**src/rtl/clock_display_scan.sv**
```systemverilog
// -----------------------------------------------------------------------------
// clock_display_scan
//
// Drives a 4-digit multiplexed 7-segment display as HH:MM from the packed BCD
// time-of-day counter. One digit is lit at a time. Each digit slot lasts
// SCAN_DIV clock cycles. The first GUARD cycles of every slot keep all digit
// enables off, so the previous digit's segment pattern never ghosts onto the
// next digit.
//
// The time is captured once per frame, at the end of digit 3. A frame is
// therefore never torn between two different times. The hour-tens digit is
// blanked when it is zero. The colon (dp of digit 1) toggles on every
// sec_tick. The PM indicator is the dp of digit 3.
//
// Optional build macro: CLOCK_DISPLAY_DIM_EN
//   When it is defined, the block has an extra input bright[1:0]. The slot is
//   split into four phases (the top two bits of the scan counter). A digit is
//   enabled only in phases <= bright. bright=3 gives full duty; bright=0 gives
//   roughly 1/4 duty. When the macro is undefined, duty is always full.
//
// Parameters:
//   SCAN_DIV  clock cycles per digit slot (power of 2, >= 8)
//   GUARD     blanked cycles at the start of each slot (< SCAN_DIV/4)
//
// Ports:
//   clk       system clock
//   rst_n     asynchronous active-low reset
//   hh        BCD hours   {tens[2:0], units[3:0]}
//   mm        BCD minutes {tens[3:0], units[3:0]}
//   pm        1 = PM
//   sec_tick  single-cycle pulse once per second
//   bright    (CLOCK_DISPLAY_DIM_EN only) brightness level 0..3
//   seg       segments {g,f,e,d,c,b,a}, active high, registered
//   dp        decimal point of the active digit, active high, registered
//   dig       one-hot digit enable, dig[0] = hour tens, registered
// -----------------------------------------------------------------------------
module clock_display_scan #(
    parameter int SCAN_DIV = 1024,
    parameter int GUARD    = 16
) (
    input  logic       clk,
    input  logic       rst_n,
    input  logic [6:0] hh,
    input  logic [7:0] mm,
    input  logic       pm,
    input  logic       sec_tick,
`ifdef CLOCK_DISPLAY_DIM_EN
    input  logic [1:0] bright,
`endif
    output logic [6:0] seg,
    output logic       dp,
    output logic [3:0] dig
);

    localparam int            CW      = $clog2(SCAN_DIV);
    localparam logic [CW-1:0] CNT_MAX = CW'(SCAN_DIV - 1);
    localparam logic [CW-1:0] GUARD_C = CW'(GUARD);
    localparam logic [CW-1:0] CNT_ONE = CW'(1);
    localparam logic [CW-1:0] CNT_ZERO = CW'(0);

    // BCD nibble to segment pattern; any non-decimal nibble shows a dash.
    function automatic logic [6:0] bcd_to_seg(input logic [3:0] nib);
        logic [6:0] pat;
        case (nib)
            4'd0:    pat = 7'h3F;
            4'd1:    pat = 7'h06;
            4'd2:    pat = 7'h5B;
            4'd3:    pat = 7'h4F;
            4'd4:    pat = 7'h66;
            4'd5:    pat = 7'h6D;
            4'd6:    pat = 7'h7D;
            4'd7:    pat = 7'h07;
            4'd8:    pat = 7'h7F;
            4'd9:    pat = 7'h6F;
            default: pat = 7'h40;
        endcase
        return pat;
    endfunction

    logic [CW-1:0] scan_cnt_r;
    logic [1:0]    idx_r;
    logic [6:0]    hh_q_r;
    logic [7:0]    mm_q_r;
    logic          pm_q_r;
    logic          colon_r;
    logic [6:0]    seg_r;
    logic          dp_r;
    logic [3:0]    dig_r;

    logic          wrap_s;
    logic          snap_s;
    logic          slot_start_s;
    logic [3:0]    nib_s;
    logic          blank_s;
    logic [6:0]    seg_next_s;
    logic          dp_next_s;
    logic          on_s;
    logic          lit_s;
    logic [3:0]    dig_next_s;

    assign wrap_s       = (scan_cnt_r == CNT_MAX);
    assign snap_s       = wrap_s && (idx_r == 2'd3);
    assign slot_start_s = (scan_cnt_r == CNT_ZERO);

    assign seg = seg_r;
    assign dp  = dp_r;
    assign dig = dig_r;

    // Slot timer and digit index; SCAN_DIV is a power of two, so the counter wraps by itself.
    always_ff @(posedge clk or negedge rst_n) begin
        if (!rst_n) begin
            scan_cnt_r <= CNT_ZERO;
            idx_r      <= 2'd0;
        end else begin
            scan_cnt_r <= scan_cnt_r + CNT_ONE;
            if (wrap_s) begin
                idx_r <= idx_r + 2'd1;
            end else begin
                idx_r <= idx_r;
            end
        end
    end

    // Frame snapshot: the time is captured only as digit 3 ends, so a frame never mixes two times.
    always_ff @(posedge clk or negedge rst_n) begin
        if (!rst_n) begin
            hh_q_r <= 7'h12;
            mm_q_r <= 8'h00;
            pm_q_r <= 1'b0;
        end else if (snap_s) begin
            hh_q_r <= hh;
            mm_q_r <= mm;
            pm_q_r <= pm;
        end else begin
            hh_q_r <= hh_q_r;
            mm_q_r <= mm_q_r;
            pm_q_r <= pm_q_r;
        end
    end

    // Colon blink state; this is independent of the snapshot, so both can act on the same cycle.
    always_ff @(posedge clk or negedge rst_n) begin
        if (!rst_n) begin
            colon_r <= 1'b1;
        end else if (sec_tick) begin
            colon_r <= ~colon_r;
        end else begin
            colon_r <= colon_r;
        end
    end

    // Digit source selection, hour-tens blanking and decimal-point routing.
    always_comb begin
        nib_s      = 4'd0;
        blank_s    = 1'b0;
        dp_next_s  = 1'b0;
        seg_next_s = 7'h00;
        case (idx_r)
            2'd0: begin
                nib_s   = {1'b0, hh_q_r[6:4]};
                blank_s = (hh_q_r[6:4] == 3'd0);
            end
            2'd1: begin
                nib_s     = hh_q_r[3:0];
                dp_next_s = colon_r;
            end
            2'd2: begin
                nib_s = mm_q_r[7:4];
            end
            2'd3: begin
                nib_s     = mm_q_r[3:0];
                dp_next_s = pm_q_r;
            end
            default: begin
                nib_s     = 4'd0;
                dp_next_s = 1'b0;
            end
        endcase
        if (blank_s) begin
            seg_next_s = 7'h00;
        end else begin
            seg_next_s = bcd_to_seg(nib_s);
        end
    end

    // Digit enable: off during the guard, then one-hot (optionally gated by the brightness phase).
    always_comb begin
        on_s       = (scan_cnt_r >= GUARD_C);
        lit_s      = 1'b0;
        dig_next_s = 4'b0000;
`ifdef CLOCK_DISPLAY_DIM_EN
        lit_s = on_s && (scan_cnt_r[CW-1:CW-2] <= bright);
`else
        lit_s = on_s;
`endif
        if (lit_s) begin
            dig_next_s = 4'b0001 << idx_r;
        end else begin
            dig_next_s = 4'b0000;
        end
    end

    // Output registers: segments and dp latch once per slot; the enable follows the counter every cycle.
    always_ff @(posedge clk or negedge rst_n) begin
        if (!rst_n) begin
            seg_r <= 7'h00;
            dp_r  <= 1'b0;
            dig_r <= 4'b0000;
        end else begin
            if (slot_start_s) begin
                seg_r <= seg_next_s;
                dp_r  <= dp_next_s;
            end else begin
                seg_r <= seg_r;
                dp_r  <= dp_r;
            end
            dig_r <= dig_next_s;
        end
    end

endmodule

```
**config.mk**
```make
export PLATFORM = sky130hd
export DESIGN_NAME = clock_display_scan
export DESIGN_NICKNAME = d
export VERILOG_FILES = /design/src/rtl/clock_display_scan.sv
export SDC_FILE = /design/constraint.sdc
export NUM_CORES = 1
export LEC_CHECK = 0
export CAP_MARGIN = 20
export CELL_PAD_IN_SITES_DETAIL_PLACEMENT = 0
export CELL_PAD_IN_SITES_GLOBAL_PLACEMENT = 1
export CORE_ASPECT_RATIO = 0.8
export CORE_MARGIN = 4
export CORE_UTILIZATION = 42
export DETAILED_ROUTE_END_ITERATION = 16
export GPL_TIMING_DRIVEN = 0
export PLACE_DENSITY = 0.81
export SKIP_LAST_GASP = 1
export SYNTH_ARGS = -nofsm -noshare
export SYNTH_HDL_FRONTEND = slang
export SYNTH_SLANG_ARGS = --single-unit
```
**constraint.sdc**
```tcl
create_clock -name clk -period 2.8 [get_ports clk]
set_input_delay 0.84 -clock clk [delete_from_list [all_inputs] [get_ports clk]]
set_output_delay 0.84 -clock clk [all_outputs]
set_load 0.05 [all_outputs]
```
==> results.ini <==
[setup_path]
cp_slowest_cell=dfrtp_1
cp_num_buf_inv=2
reg2reg_from=idx_r[0]$_DFFE_PN0N_
slowest_delay_ns=0.43
reg2reg_depth=10
start_kind=flip-flop
critPathArrivalTime_ns=2.74
cp_max_fo=5
reg2reg_slack_ns=0.24
worstSetupPathType=flip-flop to flip-flop
crit_cells=10
cp_cell_sequence=inv_1 -> ha_1 -> a222oi_1 -> buf_4 -> mux2i_1 -> ha_1 -> nand2b_1 -> a21o_1 -> o221ai_1 -> o211ai_1
required_ns=2.98
path_common_cell=ha_1
worst_setup_path_end_kind=flip-flop
rr_endpoint=seg[4]$_DFFE_PN0N_
crit_family=compound AO/OA/AOI/OAI gates

[placement]
dp_hpwl_mm=2.98
place_ws_ns=0.151
io_buffer_count=30
gp_congestion=0.823

[logic_synthesis]
syn-cell-area_sq_mm=0.00199
ys.flop_type=dfrtp_1
synth_edf_count=0
syn_nets=192
syn_area_per_cell_sq_um=12.2
yosys_warnings=0
syn_inst=163
synth_cell_type_count=42
async_flop_share_pct=100
ys_seq_area_share_pct=51.8
ys_ff_latch=41

[power]
p_leak_nw=1.05
power_mw=1.25
pwr_density_cell_mw_per_mm2=502
ir_worst_vdd_mv=0.314

[min_path]
hold_path.class=flip-flop to flip-flop
min_delay_path_depth=2
hold_end=seg[5]$_DFFE_PN0N_
min_from=seg[5]$_DFFE_PN0N_

[sta]
finalHoldViolations=0
fin_tns_setup_ns=0
max_freq_mhz=391
setup-violations-final=0
maxSlewHeadroom_pct=42.2
period_needed_ns=2.56
fin_crit_sh_pct=91.3
worst_pin_slew_ns=0.868
skew_ns=0.00733
final-max-slew-violation-count=0
rsz0062_at_grt=false
hold-worst-slack_ns=0.485
setup_ws_ns=0.242

[drt]
drc=0
dr_total_vias=1370
drtIter0Drc=68
ant_nets=0
detail_route.wirelength_mm=3.91
vias_per_cell=5.23
drt_pre_antenna_iters=4
wl_per_cell_microns=14.9

[cells_and_area]
seq_area_sq_mm=0.00103
layout-drive-gt1-share_pct=22.8
num_antenna_cells=0
final_net_count=230
area_growth_pct=24.8
multi_input_area_sq_um=905
fin_util_pct=54.3
fillers=412

[global_route]
grt_pass1_wl_mm=6.73
antenna_found_initial=0
overflow=0
grt_start_max_net_pins=42
grt_pass1_vias=1430
track_usage_pct=14.5

[clock_network]
cts.path.max_buffers=2
cts_made_buffers=5
clock_sinks=41
htree_levels=2
clk_latency_ns=0.30
cts_tree=built
cts_root_buf=clkbuf_8
cts_hold_buf=0
cts_resized=0
clkTransAtPathRegs_ns=0.08

[floorplanning]
initial_core_util_pct=43.5
dieHeight_microns=69.5
die_x_microns=84.9
pin_count=31
row_count=22
core_sq_mm=0.00457
die-area_sq_mm=0.00591

[outcome]
status=finished clean

[flow_run]
maxCapViolations=0

==> state kept, by name, indices dropped and copies added, names as in the netlist <==
register and cells:
idx_r 2, dp 1, dig 4, mm_q_r 8
seg 7, colon_r 1, hh_q_r 7, scan_cnt_r 10
pm_q_r 1
==> power by group <==
part	internal (mW)	switching [mW]	total, mW
clock network	0.267	0.213	0.479
logic	0.0598	0.0672	0.127
registers	0.625	0.0154	0.640
total	0.952	0.295	1.25
==> synthesized netlist by cell type, types with 2 or more instances <==
cell	count	area share, %
a211o_1	2	0.88
a21o_1	2	0.75
a21oi_1	3	0.75
a221oi_1	2	0.88
a222oi_1	3	1.5
a22oi_1	2	0.75
and2_1	4	1.3
and3_1	2	0.63
dfrtp_1	38	48
dfstp_2	3	4.0
ha_1	10	6.3
inv_1	9	1.7
mux2_2	19	11
nand2_1	12	2.3
nand3_1	7	1.8
nor2_1	6	1.1
nor2_2	2	0.63
nor3_1	2	0.50
o21ai_0	2	0.50
o21ai_1	3	0.75
xnor2_1	6	2.6
xor2_1	4	1.8
==> cells by family after synthesis <==
family / after synthesis / synth area share, %
AND/OR/NAND/NOR: 44 / 13.0
multiplexers: 20 / 11.3
XOR/XNOR: 10 / 4.41
AO/OA/AOI/OAI: 26 / 10.6
adder cells (fa/ha/maj): 10 / 6.29
flip-flops: 41 / 51.8
buffers and inverters: 12 / 2.71
==> worst max-delay path by stage <==
stage | start | endpoint | slack (ns)
4_1_cts | idx_r[0]$_DFFE_PN0N_ | seg[4]$_DFFE_PN0N_ | 0.1
5_1_grt | idx_r[0]$_DFFE_PN0N_ | seg[4]$_DFFE_PN0N_ | 0.07
6_report | idx_r[0]$_DFFE_PN0N_ | seg[4]$_DFFE_PN0N_ | 0.24
2_1_floorplan | idx_r[0]$_DFFE_PN0N_ | seg[4]$_DFFE_PN0N_ | 0.63
3_3_place_gp | rst_n | mm_q_r[7]$_DFFE_PN0P_ | -0.006
3_5_place_dp | idx_r[0]$_DFFE_PN0N_ | seg[4]$_DFFE_PN0N_ | 0.15
==> worst register-to-register path: cells and delay by family, from the launching register on <==
| family | cells | cell delay (ns) |
|---|---|---|
| AOI/OAI and AO/OA | 4 | 0.86 |
| adders and majority gates | 2 | 0.56 |
| DFF | 1 | 0.43 |
| buffers and inverters | 2 | 0.27 |
| and+or+nand+nor | 1 | 0.17 |
| muxes | 1 | 0.15 |
==> per-stage QoR <==
| stage | cells | cell area, sq um |
|---|---|---|
| after floorplan | 163 | 1990 |
| after global placement | 253 | 2360 |
| after detailed placement | 253 | 2360 |
| after CTS | 261 | 2470 |
| after global routing | 262 | 2480 |
| final | 262 | 2480 |
==> final cells by class <==
cell class              instances  area share, %
inverters                       9           1.36
clock inverters                 3           1.87
multi-input cells             110           36.5
plain buffers                   3          0.807
flip-flops and latches         41           41.5
repair buffers                 31           12.2
well taps                      60           3.03
clock buffers                   5           2.77
==> cell usage in the layout (no fill, tap or decap), types with 2 or more instances in the layout <==
cell,synthesis,routed
nor3_1,2,2
a22oi_1,2,2
clkdlybuf4s50_1,0,29
o21ai_1,3,3
ha_1,10,10
mux2_2,19,19
dfrtp_1,38,38
a21oi_1,3,3
a221oi_1,2,2
and3_1,2,2
nand3_1,7,7
a211o_1,2,2
buf_2,1,2
dfstp_2,3,3
xor2_1,4,4
inv_1,9,9
nor2_2,2,2
nor2_1,6,6
a21o_1,2,2
and2_1,4,4
nand2_1,12,12
o21ai_0,2,2
xnor2_1,6,6
clkbuf_8,0,5
a222oi_1,3,3
==> routing by layer <==
layer | up-vias | global-route usage [%] | part of all wire, %
met5 | - | 0 | 0
met4 | 0 | 5.80 | 1.7
met3 | 7 | 4.16 | 6.0
met2 | 42 | 22.4 | 45
met1 | 662 | 19.2 | 47
li1 | 659 | - | -
==> timing repair <==
item	in CTS	in global routing
setup endpoints to repair	0	1
buffers inserted	0	1
endpoints found under the hold margin	0	0
Note: power is estimated with default switching activity, not from simulation.
